==> src/rtl/tdm_rx_axis_4ch_pkg.sv <==
// Shared types and helpers for the 4-slot TDM microphone receiver.
package tdm_rx_axis_4ch_pkg;

  // Width of one AXI4-Stream data beat; one TDM slot maps onto one beat.
  localparam int AXIS_TDATA_W = 32;

  // Receiver framing states.
  typedef enum logic [1:0] {
    TDM_HUNT = 2'd0,
    TDM_SKIP = 2'd1,
    TDM_RUN  = 2'd2
  } tdm_state_e;

  // Counter width for a modulo-n counter, never narrower than one bit.
  function automatic int cnt_w(input int n);
    return (n > 1) ? $clog2(n) : 1;
  endfunction

endpackage

==> src/rtl/tdm_rx_axis_4ch_fifo.sv <==
// Synchronous output FIFO with frame commit and write-pointer rollback.
// Words become visible to the reader only once committed, so a frame that is
// abandoned part-way can be rewound without the consumer ever seeing it.
module tdm_rx_axis_4ch_fifo #(
  parameter int WIDTH = 33,
  parameter int DEPTH = 16
) (
  input  logic                     clk_i,
  input  logic                     rst_i,
  input  logic                     wr_en_i,
  input  logic [WIDTH-1:0]         wr_data_i,
  input  logic                     wr_commit_i,
  input  logic                     wr_rewind_i,
  input  logic [$clog2(DEPTH):0]   rewind_ptr_i,
  input  logic                     rd_en_i,
  output logic [WIDTH-1:0]         rd_data_o,
  output logic                     rd_valid_o,
  output logic [$clog2(DEPTH):0]   free_o,
  output logic [$clog2(DEPTH):0]   wr_ptr_o
);

  localparam int AW = $clog2(DEPTH);
  localparam logic [AW:0] PTR_ONE = (AW+1)'(1);
  localparam logic [AW:0] PTR_DEPTH = (AW+1)'(DEPTH);

  logic [WIDTH-1:0] mem_q [DEPTH];
  logic [AW:0] wrPtr_q, wrPtr_d;
  logic [AW:0] commitPtr_q, commitPtr_d;
  logic [AW:0] rdPtr_q, rdPtr_d;

  // Pointer update: rewind beats write, commit publishes everything written so far.
  always_comb begin
    wrPtr_d     = wrPtr_q;
    commitPtr_d = commitPtr_q;
    rdPtr_d     = rdPtr_q;
    if (wr_rewind_i) begin
      wrPtr_d = rewind_ptr_i;
    end else if (wr_en_i) begin
      wrPtr_d = wrPtr_q + PTR_ONE;
    end
    if (wr_commit_i && !wr_rewind_i) begin
      commitPtr_d = wrPtr_d;
    end
    if (rd_en_i && rd_valid_o) begin
      rdPtr_d = rdPtr_q + PTR_ONE;
    end
  end

  // Pointer registers.
  always_ff @(posedge clk_i or posedge rst_i) begin
    if (rst_i) begin
      wrPtr_q     <= '0;
      commitPtr_q <= '0;
      rdPtr_q     <= '0;
    end else begin
      wrPtr_q     <= wrPtr_d;
      commitPtr_q <= commitPtr_d;
      rdPtr_q     <= rdPtr_d;
    end
  end

  // Storage array; contents need no reset because validity lives in the pointers.
  always_ff @(posedge clk_i) begin
    if (wr_en_i && !wr_rewind_i) begin
      mem_q[wrPtr_q[AW-1:0]] <= wr_data_i;
    end
  end

  assign rd_valid_o = (commitPtr_q != rdPtr_q);
  assign rd_data_o  = mem_q[rdPtr_q[AW-1:0]];
  assign free_o     = PTR_DEPTH - (wrPtr_q - rdPtr_q);
  assign wr_ptr_o   = wrPtr_q;

endmodule

==> src/rtl/tdm_rx_axis_4ch.sv <==
// TDM (BCLK/FSYNC/SDATA) receiver producing one AXI4-Stream word per slot.
// Frames are admitted or dropped whole so the downstream channel rotation
// never slips; a misplaced FSYNC discards the frame in progress.
module tdm_rx_axis_4ch
  import tdm_rx_axis_4ch_pkg::*;
#(
  parameter int N_SLOTS        = 4,
  parameter int SLOT_W         = AXIS_TDATA_W,
  parameter int DATA_DELAY     = 1,
  parameter int FRAMES_PER_PKT = 4096,
  parameter int FIFO_DEPTH     = 16
) (
  input  logic                  m00_axis_aclk,
  input  logic                  m00_axis_areset,
  input  logic                  tdm_bclk,
  input  logic                  tdm_fsync,
  input  logic                  tdm_sdata,
  input  logic                  m00_axis_tready,
  output logic [SLOT_W-1:0]     m00_axis_tdata,
  output logic [SLOT_W/8-1:0]   m00_axis_tstrb,
  output logic                  m00_axis_tlast,
  output logic                  m00_axis_tvalid,
  output logic                  overflow,
  output logic                  frame_err,
  input  logic                  err_clr
);

  localparam int BW = cnt_w(SLOT_W);
  localparam int SW = cnt_w(N_SLOTS);
  localparam int FW = cnt_w(FRAMES_PER_PKT);
  localparam int AW = $clog2(FIFO_DEPTH);
  localparam logic [BW-1:0] BIT_LAST   = BW'(SLOT_W - 1);
  localparam logic [SW-1:0] SLOT_LAST  = SW'(N_SLOTS - 1);
  localparam logic [FW-1:0] FRAME_LAST = FW'(FRAMES_PER_PKT - 1);
  localparam logic [AW:0]   NEED_FREE  = (AW+1)'(N_SLOTS);

  // Synchronizer stages, packed as {bclk, fsync, sdata}.
  logic [2:0] sync1_q, sync2_q;
  logic       bclkPrev_q;
  logic       fsyncEvt_q;
  logic       bclkS, fsyncS, sdataS;
  logic       bclkEvt, fsyncRise;

  tdm_state_e        state_q, state_d;
  logic [BW-1:0]     bitCnt_q, bitCnt_d;
  logic [SW-1:0]     slotCnt_q, slotCnt_d;
  logic [FW-1:0]     frameCnt_q, frameCnt_d;
  logic [SLOT_W-1:0] shreg_q, shreg_d;
  logic              admitted_q, admitted_d;
  logic [AW:0]       frameStart_q, frameStart_d;
  logic              push_q, push_d;
  logic              pushLast_q, pushLast_d;
  logic              commit_q, commit_d;
  logic              rewind_q, rewind_d;
  logic              overflow_q, frameErr_q;

  logic              process;
  logic [BW-1:0]     curBit;
  logic [SW-1:0]     curSlot;
  logic              admitNow;
  logic              onTime;
  logic              ovfSet, errSet;

  logic [SLOT_W:0]   fifoRdData;
  logic              fifoValid;
  logic [AW:0]       fifoFree;
  logic [AW:0]       fifoWrPtr;

  // Two-flop synchronizers plus a history flop to find BCLK rising edges.
  always_ff @(posedge m00_axis_aclk or posedge m00_axis_areset) begin
    if (m00_axis_areset) begin
      sync1_q    <= '0;
      sync2_q    <= '0;
      bclkPrev_q <= 1'b0;
      fsyncEvt_q <= 1'b0;
    end else begin
      sync1_q    <= {tdm_bclk, tdm_fsync, tdm_sdata};
      sync2_q    <= sync1_q;
      bclkPrev_q <= sync2_q[2];
      if (bclkEvt) begin
        fsyncEvt_q <= sync2_q[1];
      end
    end
  end

  assign bclkS     = sync2_q[2];
  assign fsyncS    = sync2_q[1];
  assign sdataS    = sync2_q[0];
  assign bclkEvt   = bclkS && !bclkPrev_q;
  assign fsyncRise = bclkEvt && fsyncS && !fsyncEvt_q;

  // An FSYNC edge is on time when it lands where the free-running counters
  // already expect a frame boundary: on the slot-0 MSB with no delay, or on
  // the final LSB of the frame when the MSB follows one bit later.
  assign onTime = (DATA_DELAY == 0) ? (bitCnt_q == '0 && slotCnt_q == '0)
                                    : (bitCnt_q == BIT_LAST && slotCnt_q == SLOT_LAST);

  // Next-state logic: framing FSM, bit/slot/frame counters, admission and push tagging.
  always_comb begin
    state_d      = state_q;
    bitCnt_d     = bitCnt_q;
    slotCnt_d    = slotCnt_q;
    frameCnt_d   = frameCnt_q;
    shreg_d      = shreg_q;
    admitted_d   = admitted_q;
    frameStart_d = frameStart_q;
    push_d       = 1'b0;
    pushLast_d   = 1'b0;
    commit_d     = 1'b0;
    rewind_d     = 1'b0;
    ovfSet       = 1'b0;
    errSet       = 1'b0;
    process      = 1'b0;
    curBit       = bitCnt_q;
    curSlot      = slotCnt_q;
    admitNow     = admitted_q;

    if (bclkEvt) begin
      unique case (state_q)
        TDM_HUNT: begin
          if (fsyncRise) begin
            curBit  = '0;
            curSlot = '0;
            if (DATA_DELAY == 0) begin
              state_d = TDM_RUN;
              process = 1'b1;
            end else begin
              state_d = TDM_SKIP;
            end
          end
        end
        TDM_SKIP: begin
          state_d = TDM_RUN;
          process = 1'b1;
        end
        TDM_RUN: begin
          if (fsyncRise && !onTime) begin
            errSet     = 1'b1;
            rewind_d   = admitted_q;
            admitted_d = 1'b0;
            curBit     = '0;
            curSlot    = '0;
            bitCnt_d   = '0;
            slotCnt_d  = '0;
            if (DATA_DELAY == 0) begin
              process = 1'b1;
            end else begin
              state_d = TDM_SKIP;
            end
          end else begin
            process = 1'b1;
          end
        end
        default: state_d = TDM_HUNT;
      endcase
    end

    if (process) begin
      shreg_d = {shreg_q[SLOT_W-2:0], sdataS};
      if (curBit == '0 && curSlot == '0) begin
        admitNow   = (fifoFree >= NEED_FREE);
        admitted_d = admitNow;
        ovfSet     = !admitNow;
        if (admitNow) begin
          frameStart_d = fifoWrPtr;
        end
      end
      if (curBit == BIT_LAST) begin
        bitCnt_d   = '0;
        push_d     = admitNow;
        pushLast_d = (curSlot == SLOT_LAST) && (frameCnt_q == FRAME_LAST);
        if (curSlot == SLOT_LAST) begin
          slotCnt_d = '0;
          commit_d  = admitNow;
          if (admitNow) begin
            frameCnt_d = (frameCnt_q == FRAME_LAST) ? '0 : frameCnt_q + FW'(1);
          end
        end else begin
          slotCnt_d = curSlot + SW'(1);
        end
      end else begin
        bitCnt_d = curBit + BW'(1);
      end
    end
  end

  // State, datapath and sticky error registers; a new error beats err_clr.
  always_ff @(posedge m00_axis_aclk or posedge m00_axis_areset) begin
    if (m00_axis_areset) begin
      state_q      <= TDM_HUNT;
      bitCnt_q     <= '0;
      slotCnt_q    <= '0;
      frameCnt_q   <= '0;
      shreg_q      <= '0;
      admitted_q   <= 1'b0;
      frameStart_q <= '0;
      push_q       <= 1'b0;
      pushLast_q   <= 1'b0;
      commit_q     <= 1'b0;
      rewind_q     <= 1'b0;
      overflow_q   <= 1'b0;
      frameErr_q   <= 1'b0;
    end else begin
      state_q      <= state_d;
      bitCnt_q     <= bitCnt_d;
      slotCnt_q    <= slotCnt_d;
      frameCnt_q   <= frameCnt_d;
      shreg_q      <= shreg_d;
      admitted_q   <= admitted_d;
      frameStart_q <= frameStart_d;
      push_q       <= push_d;
      pushLast_q   <= pushLast_d;
      commit_q     <= commit_d;
      rewind_q     <= rewind_d;
      overflow_q   <= ovfSet | (overflow_q & ~err_clr);
      frameErr_q   <= errSet | (frameErr_q & ~err_clr);
    end
  end

  tdm_rx_axis_4ch_fifo #(
    .WIDTH (SLOT_W + 1),
    .DEPTH (FIFO_DEPTH)
  ) u_fifo (
    .clk_i        (m00_axis_aclk),
    .rst_i        (m00_axis_areset),
    .wr_en_i      (push_q),
    .wr_data_i    ({pushLast_q, shreg_q}),
    .wr_commit_i  (commit_q),
    .wr_rewind_i  (rewind_q),
    .rewind_ptr_i (frameStart_q),
    .rd_en_i      (m00_axis_tready),
    .rd_data_o    (fifoRdData),
    .rd_valid_o   (fifoValid),
    .free_o       (fifoFree),
    .wr_ptr_o     (fifoWrPtr)
  );

  assign m00_axis_tvalid = fifoValid;
  assign m00_axis_tdata  = fifoValid ? fifoRdData[SLOT_W-1:0] : '0;
  assign m00_axis_tlast  = fifoValid & fifoRdData[SLOT_W];
  assign m00_axis_tstrb  = '1;
  assign overflow        = overflow_q;
  assign frame_err       = frameErr_q;

endmodule

==> config.mk <==
export PLATFORM = sky130hd
export DESIGN_NAME = tdm_rx_axis_4ch
export DESIGN_NICKNAME = d
export VERILOG_FILES = /design/src/rtl/tdm_rx_axis_4ch_pkg.sv /design/src/rtl/tdm_rx_axis_4ch_fifo.sv /design/src/rtl/tdm_rx_axis_4ch.sv
export SDC_FILE = /design/constraint.sdc
export NUM_CORES = 1
export LEC_CHECK = 0
export BUFFER_PORTS_ARGS = -buffer_cell sky130_fd_sc_hd__buf_2
export CAP_MARGIN = 10
export CORE_UTILIZATION = 40
export DETAILED_ROUTE_END_ITERATION = 8
export REMOVE_ABC_BUFFERS = 1
export SYNTH_ARGS = -nofsm -noshare
export SYNTH_HDL_FRONTEND = slang
export SYNTH_SLANG_ARGS = --single-unit
==> constraint.sdc <==
create_clock -name m00_axis_aclk -period 11.2 [get_ports m00_axis_aclk]
set_clock_uncertainty 0.2 [all_clocks]
set_input_delay 2.24 -clock m00_axis_aclk [delete_from_list [all_inputs] [get_ports m00_axis_aclk]]
set_output_delay 2.24 -clock m00_axis_aclk [all_outputs]
set_load 0.05 [all_outputs]
==> impl_metrics.yaml, run 1 <==
die:
  die_area_um2: 61400
  num_io_pins: 47
  start_util: 0.407
  die_h_um: 248
  core_um2: 59400
  rows: 89
  fp.dieW_um: 248
logic_synthesis:
  synth_edf_count: 528
  syn_inst: 1203
  synth_mux_area_frac: 0.161
  synthesis.area_um2: 24200
  syn_area_per_cell_um2: 20.1
  synth_warnings: 0
  synth-xor-area-share: 0.00745
  yosysSeqAreaShare: 0.747
  yosys.area_share.simple: 0.0465
  ys_ff_latch: 616
  synthDistinctLibCells: 52
  synth_compound_area_frac: 0.0121
  synthArstFlopShare: 0.143
  synth_ff_type: "edfxtp_1"
  synth_top_family_by_area: "multiplexers"
  yosys.area_share.adder: 0.0127
sta:
  tns_ns: 0
  finalMaxSlewViolations: 0
  fin_crit_sh: 0.605
  setup_viol: 0
  rsz0062_at_grt: "false"
  fin_crit_ns: 6.77
  max_freq_mhz: 148
  fin_ws_ns: 4.43
  relSlewSlack: 0.319
  finalHoldViolCount: 0
  worst_pin_slew_ns: 1.02
finish:
  n_antenna_cell: 0
  drive_gt1_frac: 0.274
  area_delta_synth_final_pct: 13.5
  finalNetCount: 1309
  fin_cells: 2103
  final_cell_mix: "edfxtp_1 (528), mux4_2 (165), nand2_1 (128)"
  fillCellCount: 4930
  layout_commonest_cell: "edfxtp_1"
critical_path:
  critPathTopFamily: "buffers and inverters"
  crit_buf_inv: 3
  cp_num_cells: 6
  rrSetupSlack_ns: 7.42
  cp_data_required_time_ns: 8.76
  critPathMaxFanout: 41
  endpoint: "m00_axis_tdata[12]"
  crit_chain: "buf_4 > buf_4 > mux4_2 > mux4_2 > nor2b_1 > buf_2"
  crit_arrival_ns: 4.33
  endpoint_kind: "output pin"
  crit_type: "reg2out"
  worstReg2RegStart: "state_q[0]"
  crit_slowest_cell: "dfrtp_4"
  r2r_cells: 16
  crit_path_max_incr_delay_ns: 0.74
  cp-start-kind: "register"
  critPathLaunch: "u_fifo.rdPtr_q[0]"
  r2r-end: "frameCnt_q[7]"
place:
  port_buffers: 42
  placedCellCount: 1988
  gp_congestion: 0.747
  place_ws_ns: 4.91
  dpl.hpwl_mm: 25.6
cts:
  cts_buffers: 61
  cts-root-buf: "clkbuf_16"
  clock_latency_ns: 0.66
  clkTransAtPathRegs_ns: 0.06
  clock_sinks: 616
  clk_path_buf_depth: 3
  hold_buffers: 0
  htreeDepth: 2
  cts_setup_buffers: 0
  cts_tree: "yes"
  cts-resized-gates: 0
grt:
  grt_pass1_wl_mm: 76.8
  grt_max_degree: 61
  grt_overflow_total: 0
  first_global_vias: 12000
  track_usage: 0.171
  antenna_found_initial: 0
route:
  post_drt_wl_per_cell_um: 24.3
  drc: 0
  drtIter0Drc: 878
  wl_mm: 51.1
  vias: 11400
  viasPerCell: 5.43
  ant_nets: 0
  detail_route.first_pass.iterations: 5
power_and_ir_drop:
  power-per-cell-area_nw_per_um2: 210
  leakagePower_nw: 8.58
  power_mw: 5.76
  ir_drop_mv: 0.157
worst_hold_path:
  hold_class: "reg2reg"
  hold_depth: 0
flow_run:
  maxCapViolations: 0
run_status:
  status: "complete, no violations"
registers in the layout (all words and copies together), names as in the netlist, 2 cells and up:
signal and cells:
bitCnt_q 5, shreg_q 32, sync2_q 3, slotCnt_q 2, u_fifo.rdPtr_q 5, sync1_q 3, u_fifo.wr_ptr_o 5, u_fifo.mem_q 528
frameStart_q 5, u_fifo.commitPtr_q 5, state_q 2, frameCnt_q 12
kinds of logic (layout without fill, tap and decap cells):
family / after synthesis / count (layout)
simple gates: 242 / 242
flops: 616 / 616
mux: 179 / 179
compound gates: 41 / 41
buf+inv: 81 / 205
other cells: 1 / 4
xor+xnor: 19 / 19
fa+ha+maj: 24 / 24
synthesized netlist by cell type (5+ instances only):
master,count,share of area
nor3_1,8,0.0017
nand3_1,15,0.0031
mux2_2,12,0.0056
o21ai_0,15,0.0031
inv_1,21,0.0033
ha_1,23,0.012
xor2_1,9,0.0033
edfxtp_1,528,0.66
mux4_2,165,0.15
clkbuf_1,36,0.0056
xnor2_1,9,0.0033
nor2b_1,36,0.0093
buf_1,10,0.0016
nor2_1,23,0.0036
and2_1,5,0.0013
nand2_1,128,0.020
nand4_1,6,0.0016
buf_2,10,0.0021
dfrtp_1,88,0.091
layout make-up:
type | instances | area (um2) | area share
clock inverters | 20 | 190 | 0.00693
repair buffers | 69 | 413 | 0.0150
well taps | 773 | 967 | 0.0352
flip-flops and latches | 616 | 18100 | 0.659
multi-input cells | 509 | 5920 | 0.216
clock buffers | 95 | 1790 | 0.0654
inverters | 21 | 81.3 | 0.00296
report_power, final:
group | internal, mW | switching, mW | total, mW
combinational | 0.452 | 0.696 | 1.15
sequential | 2.52 | 0.0970 | 2.62
clock | 1.13 | 0.866 | 1.99
total | 4.10 | 1.66 | 5.76
worst min path at each step:
stage / start / end / slack, ns
finish: sync1_q[0] / sync2_q[0] / 0.15
global route: sync1_q[2] / sync2_q[2] / 0.15
CTS: sync1_q[0] / sync2_q[0] / 0.15
detailed placement: sync1_q[0] / sync2_q[0] / 0.13
global placement: sync1_q[0] / sync2_q[0] / 0.14
floorplan: sync1_q[0] / sync2_q[0] / 0.13
routing by layer:
layer	part of all wire	track usage
met1	0.46	0.243
met2	0.48	0.277
met3	0.040	0.0261
met4	0.019	0.0438
met5	0	0
per-stage QoR:
step                      instance area [um2]   util  hold slack, ns
after floorplan                         23900      -           0.131
after global placement                  25500  0.429           0.135
after detailed placement                25500  0.429           0.135
after CTS                               27400  0.462           0.149
after global routing                    27400  0.462           0.155
final                                   27400  0.462           0.148
No activity file was read; power rests on OpenSTA's default activity.
==> run 2: changes to the inputs <==
==> constraint.sdc (replaced) <==
create_clock -name m00_axis_aclk -period 5.5 [get_ports m00_axis_aclk]
set_clock_uncertainty 0.2 [all_clocks]
set_input_delay 1.1 -clock m00_axis_aclk [delete_from_list [all_inputs] [get_ports m00_axis_aclk]]
set_output_delay 1.1 -clock m00_axis_aclk [all_outputs]
set_load 0.05 [all_outputs]
==> impl_metrics.yaml, run 2 (same netlist as run 1, synthesis figures left out) <==
run_status:
  status: "complete, no violations"
grt:
  grt_pass1_wl_mm: 79.1
  antenna_found_initial: 0
  first_global_vias: 12100
  grt_max_degree: 65
  grt_overflow_total: 0
  track_usage: 0.178
route:
  drc: 0
  wl_mm: 52.9
  detail_route.first_pass.iterations: 5
  post_drt_wl_per_cell_um: 25.1
  vias: 11600
  drtIter0Drc: 977
  ant_nets: 0
  viasPerCell: 5.51
worst_hold_path:
  hold_path_end: "sync2_q[2]"
  min_from: "sync1_q[2]"
  hold_class: "reg2reg"
  hold_depth: 0
critical_path:
  r2r-end: "frameCnt_q[0]"
  cp-start-kind: "register"
  endpoint_kind: "output pin"
  rrSetupSlack_ns: 1.58
  crit_arrival_ns: 3.42
  cp_data_required_time_ns: 4.20
  critPathMaxFanout: 42
  crit_path_max_incr_delay_ns: 0.87
  worstReg2RegStart: "u_fifo.rdPtr_q[0]"
  crit_slowest_cell: "dfrtp_4"
  crit_top_cell: "mux4_2"
  crit_type: "reg2out"
  crit_chain: "buf_12 > mux4_2 > mux4_2 > nor2b_1 > buf_2"
  r2r_cells: 10
cts:
  htreeDepth: 2
  cts-resized-gates: 0
  hold_buffers: 0
  cts_buffers: 61
  cts-root-buf: "clkbuf_16"
  cts_setup_buffers: 0
  clock_sinks: 616
  clock_latency_ns: 0.65
  clk_path_buf_depth: 3
  cts_tree: "yes"
  clkTransAtPathRegs_ns: 0.06
finish:
  area_delta_synth_final_pct: 14.5
  finalNetCount: 1312
  largest_reg_flops: 528
  fin_cells: 2107
  drive_gt1_frac: 0.281
  layout_commonest_cell: "edfxtp_1"
  regArea_um2: 18100
  final_cell_mix: "edfxtp_1 (528), mux4_2 (165), nand2_1 (128)"
  fillCellCount: 4905
  n_antenna_cell: 0
  multi_input_area_um2: 5920
place:
  place_ws_ns: 1.36
  gp_congestion: 0.709
  port_buffers: 42
  dpl.hpwl_mm: 27.4
  placedCellCount: 1991
sta:
  finalHoldViolCount: 0
  setup_viol: 0
  finalMaxSlewViolations: 0
  rsz0062_at_grt: "false"
  fin_crit_sh: 0.858
  fin_ws_ns: 0.782
  relSlewSlack: 0.268
  fin_crit_ns: 4.72
  max_freq_mhz: 212
  worst_pin_slew_ns: 1.10
die:
  core_um2: 59400
  die_h_um: 248
  num_io_pins: 47
  die_area_um2: 61400
  rows: 89
  fp.dieW_um: 248
  start_util: 0.407
power_and_ir_drop:
  power-per-cell-area_nw_per_um2: 436
  leakagePower_nw: 8.95
  ir_drop_mv: 0.288
flow_run:
  maxCapViolations: 0
[run 2: how the worst max path moves through the flow]
stage / start / end / cells past startpoint
5_1_grt: u_fifo.rdPtr_q[0] / m00_axis_tdata[0] / 5
4_1_cts: u_fifo.rdPtr_q[0] / m00_axis_tdata[0] / 5
3_5_place_dp: u_fifo.rdPtr_q[0] / m00_axis_tdata[14] / 5
2_1_floorplan: u_fifo.rdPtr_q[0] / m00_axis_tvalid / 4
6_report: u_fifo.rdPtr_q[0] / m00_axis_tdata[0] / 5
3_3_place_gp: u_fifo.rdPtr_q[0] / m00_axis_tdata[0] / 5
[run 2: stage by stage]
step	instance area (um2)	hold WS [ns]	power [mW]	TNS, ns	utilization
detailed placement	25500	0.135	7.84	0	0.430
global placement	25500	0.134	7.82	0	0.430
finish	27700	0.148	12.1	0	0.466
CTS	27700	0.149	12.2	0	0.466
floorplan	23900	0.131	7.27	-181.89	-
global route	27700	0.159	12.5	0	0.466
[run 2: layout make-up]
type,count,share of cell area
sequential,616,0.653
multi-input combinational,509,0.214
clock buffer,86,0.0622
tap,773,0.0349
timing repair buffer,72,0.0171
clock inverter,30,0.0160
inverter,21,0.00294
[run 2: power by group]
group,internal (mW),total (mW),leakage (nW),switching (mW)
clock network,2.61,4.40,1.05,1.78
logic,0.939,2.19,2.24,1.25
registers,5.13,5.50,5.67,0.368
[run 2: worst max-delay path: cells and delay by family (launching register included)]
family,cells,cell delay [ns]
buf+inv,2,0.63
flops,1,0.87
mux,2,1.07
simple gates,1,0.16
[run 2: routing by layer]
metal	track usage	routed length [um]	up-vias
met5	0	0	-
met4	0.0478	1070	0
met3	0.0303	2670	75
met2	0.288	25800	282
met1	0.249	23400	6318
li1	-	-	4942
==> run 3: changes to the inputs <==
--- a/config.mk
+++ b/config.mk
@@ -12,4 +12,5 @@
 export REMOVE_ABC_BUFFERS = 1
 export SYNTH_ARGS = -nofsm -noshare
 export SYNTH_HDL_FRONTEND = slang
+export SYNTH_HIERARCHICAL = 1
 export SYNTH_SLANG_ARGS = --single-unit
==> impl_metrics.yaml, run 3 <==
finish:
  largest_reg_flops: 528
  fin_cells: 2352
  stdcell_area_um2: 28200
  drive_gt1_frac: 0.189
  final_cell_mix: "edfxtp_1 (528), nand2_1 (160), mux2i_1 (137)"
  fillCellCount: 5159
  area_delta_synth_final_pct: 13.7
  layout_commonest_cell: "edfxtp_1"
  finalNetCount: 1545
  n_antenna_cell: 0
cts:
  hold_buffers: 0
  cts-root-buf: "clkbuf_16"
  htreeDepth: 3
  clock_sinks: 616
  clkTransAtPathRegs_ns: 0.05
  cts_setup_buffers: 0
  cts-resized-gates: 0
  cts_tree: "yes"
  clk_path_buf_depth: 3
  clock_latency_ns: 0.62
  cts_buffers: 67
critical_path:
  crit_chain: "buf_4 > mux4_2 > o211ai_1 > nand2_1 > and2_1 > buf_2"
  cp_data_required_time_ns: 4.20
  critPathMaxFanout: 43
  crit_buf_inv: 2
  critPathLaunch: "u_fifo/rdPtr_q[0]"
  crit_type: "reg2out"
  worstReg2RegStart: "state_q[0]"
  crit_slowest_cell: "dfrtp_4"
  critPathTopFamily: "flip-flops"
  crit_path_max_incr_delay_ns: 0.98
  crit_arrival_ns: 3.46
  endpoint_kind: "output pin"
  cp_num_cells: 6
  cp-start-kind: "register"
  r2r_cells: 17
worst_hold_path:
  hold_class: "reg2reg"
  min_from: "sync1_q[2]"
  hold_depth: 0
place:
  dpl.hpwl_mm: 29.4
  placedCellCount: 2229
  port_buffers: 42
  place_area_um2: 26000
  gp_congestion: 0.737
grt:
  first_global_vias: 13400
  track_usage: 0.181
  grt_max_degree: 69
  grt_overflow_total: 0
  antenna_found_initial: 2
  grt_pass1_wl_mm: 85.0
die:
  die_area_um2: 63100
  num_io_pins: 47
  start_util: 0.408
  die_h_um: 251
  core_um2: 60800
  rows: 90
  fp.dieW_um: 251
power_and_ir_drop:
  leakagePower_nw: 9.78
  p_int_mw: 9.01
  power-per-cell-area_nw_per_um2: 478
  p_comb_frac: 0.262
  ir_drop_mv: 0.313
  seqPwrFrac: 0.406
  power_mw: 13.5
  switchingPower_mw: 4.48
  switching_share: 0.332
  clkPwrFrac: 0.332
sta:
  finalHoldViolCount: 0
  finalMaxSlewViolations: 0
  fin_crit_ns: 4.76
  relSlewSlack: 0.305
  fin_crit_sh: 0.866
  max_freq_mhz: 210
  rsz0062_at_grt: "false"
  worst_pin_slew_ns: 1.04
  setup_viol: 0
flow_run:
  maxCapViolations: 0
route:
  post_drt_wl_per_cell_um: 23.7
  detail_route.first_pass.iterations: 4
  drtIter0Drc: 952
  drc: 0
  vias: 13100
  viasPerCell: 5.55
  ant_nets: 0
  wl_mm: 55.7
logic_synthesis:
  synthesis.area_um2: 24800
  syn_inst: 1451
  syn_area_per_cell_um2: 17.1
  synth_warnings: 6
run_status:
  status: "complete, no violations"
[run 3: changes by cell type in the layout (fill, tap and decap cells not counted), moves of 6 or more]
cell | before | now
mux2i_1 | 0 | 137
clkbuf_1 | 15 | 24
nor2b_1 | 36 | 2
and2_1 | 5 | 38
inv_1 | 20 | 27
a221oi_1 | 0 | 33
a22oi_1 | 0 | 33
clkbuf_16 | 61 | 68
o21ai_1 | 0 | 22
mux4_2 | 165 | 66
clkinv_2 | 11 | 5
nand2_1 | 128 | 160
o211ai_1 | 0 | 36
buf_4 | 27 | 35
[run 3: worst paths after layout]
path,to,slack [ns]
worst max-delay path,m00_axis_tdata[14],0.74
worst min-delay path,sync2_q[2],0.15
worst max register to register,frameCnt_q[1],1.33
worst min register to register,sync2_q[2],0.15
max in group asynchronous,frameStart_q[0],3.64
min in group asynchronous,shreg_q[12],0.39
[run 3: routing by layer]
layer,routed length (um),GRT usage,share of wire
met1,25100,0.251,0.45
met2,27100,0.297,0.49
met3,2420,0.0287,0.043
met4,1120,0.0488,0.020
met5,13,0,0.00023
[run 3: through the flow]
stage               worst slack (ns)  TNS (ns)   util  hold slack (ns)
floorplan                      -4.98   -270.54      -            0.131
global route                   0.514         0  0.464            0.157
global placement                1.36         0  0.428            0.134
CTS                            0.646         0  0.464            0.150
detailed placement              1.30         0  0.428            0.137
finish                         0.735         0  0.464            0.147
[run 3: final cells by class]
| class | instances | area (um2) | share of cell area |
|---|---|---|---|
| flip-flops and latches | 616 | 18100 | 0.640 |
| repair buffers | 80 | 533 | 0.0189 |
| multi-input cells | 722 | 6300 | 0.223 |
| clock inverters | 23 | 327 | 0.0116 |
| well taps | 782 | 978 | 0.0347 |
| clock buffers | 100 | 1900 | 0.0674 |
| inverters | 29 | 111 | 0.00395 |
[run 3: power by group through the flow]
stage	Clock (mW)	Combinational, mW	Sequential, mW
after floorplan	0	2.51	5.72
after global placement	0	3.56	5.57
after detailed placement	0	3.58	5.58
after CTS	4.58	3.59	5.48
after global routing	4.74	3.78	5.50
final	4.49	3.53	5.48
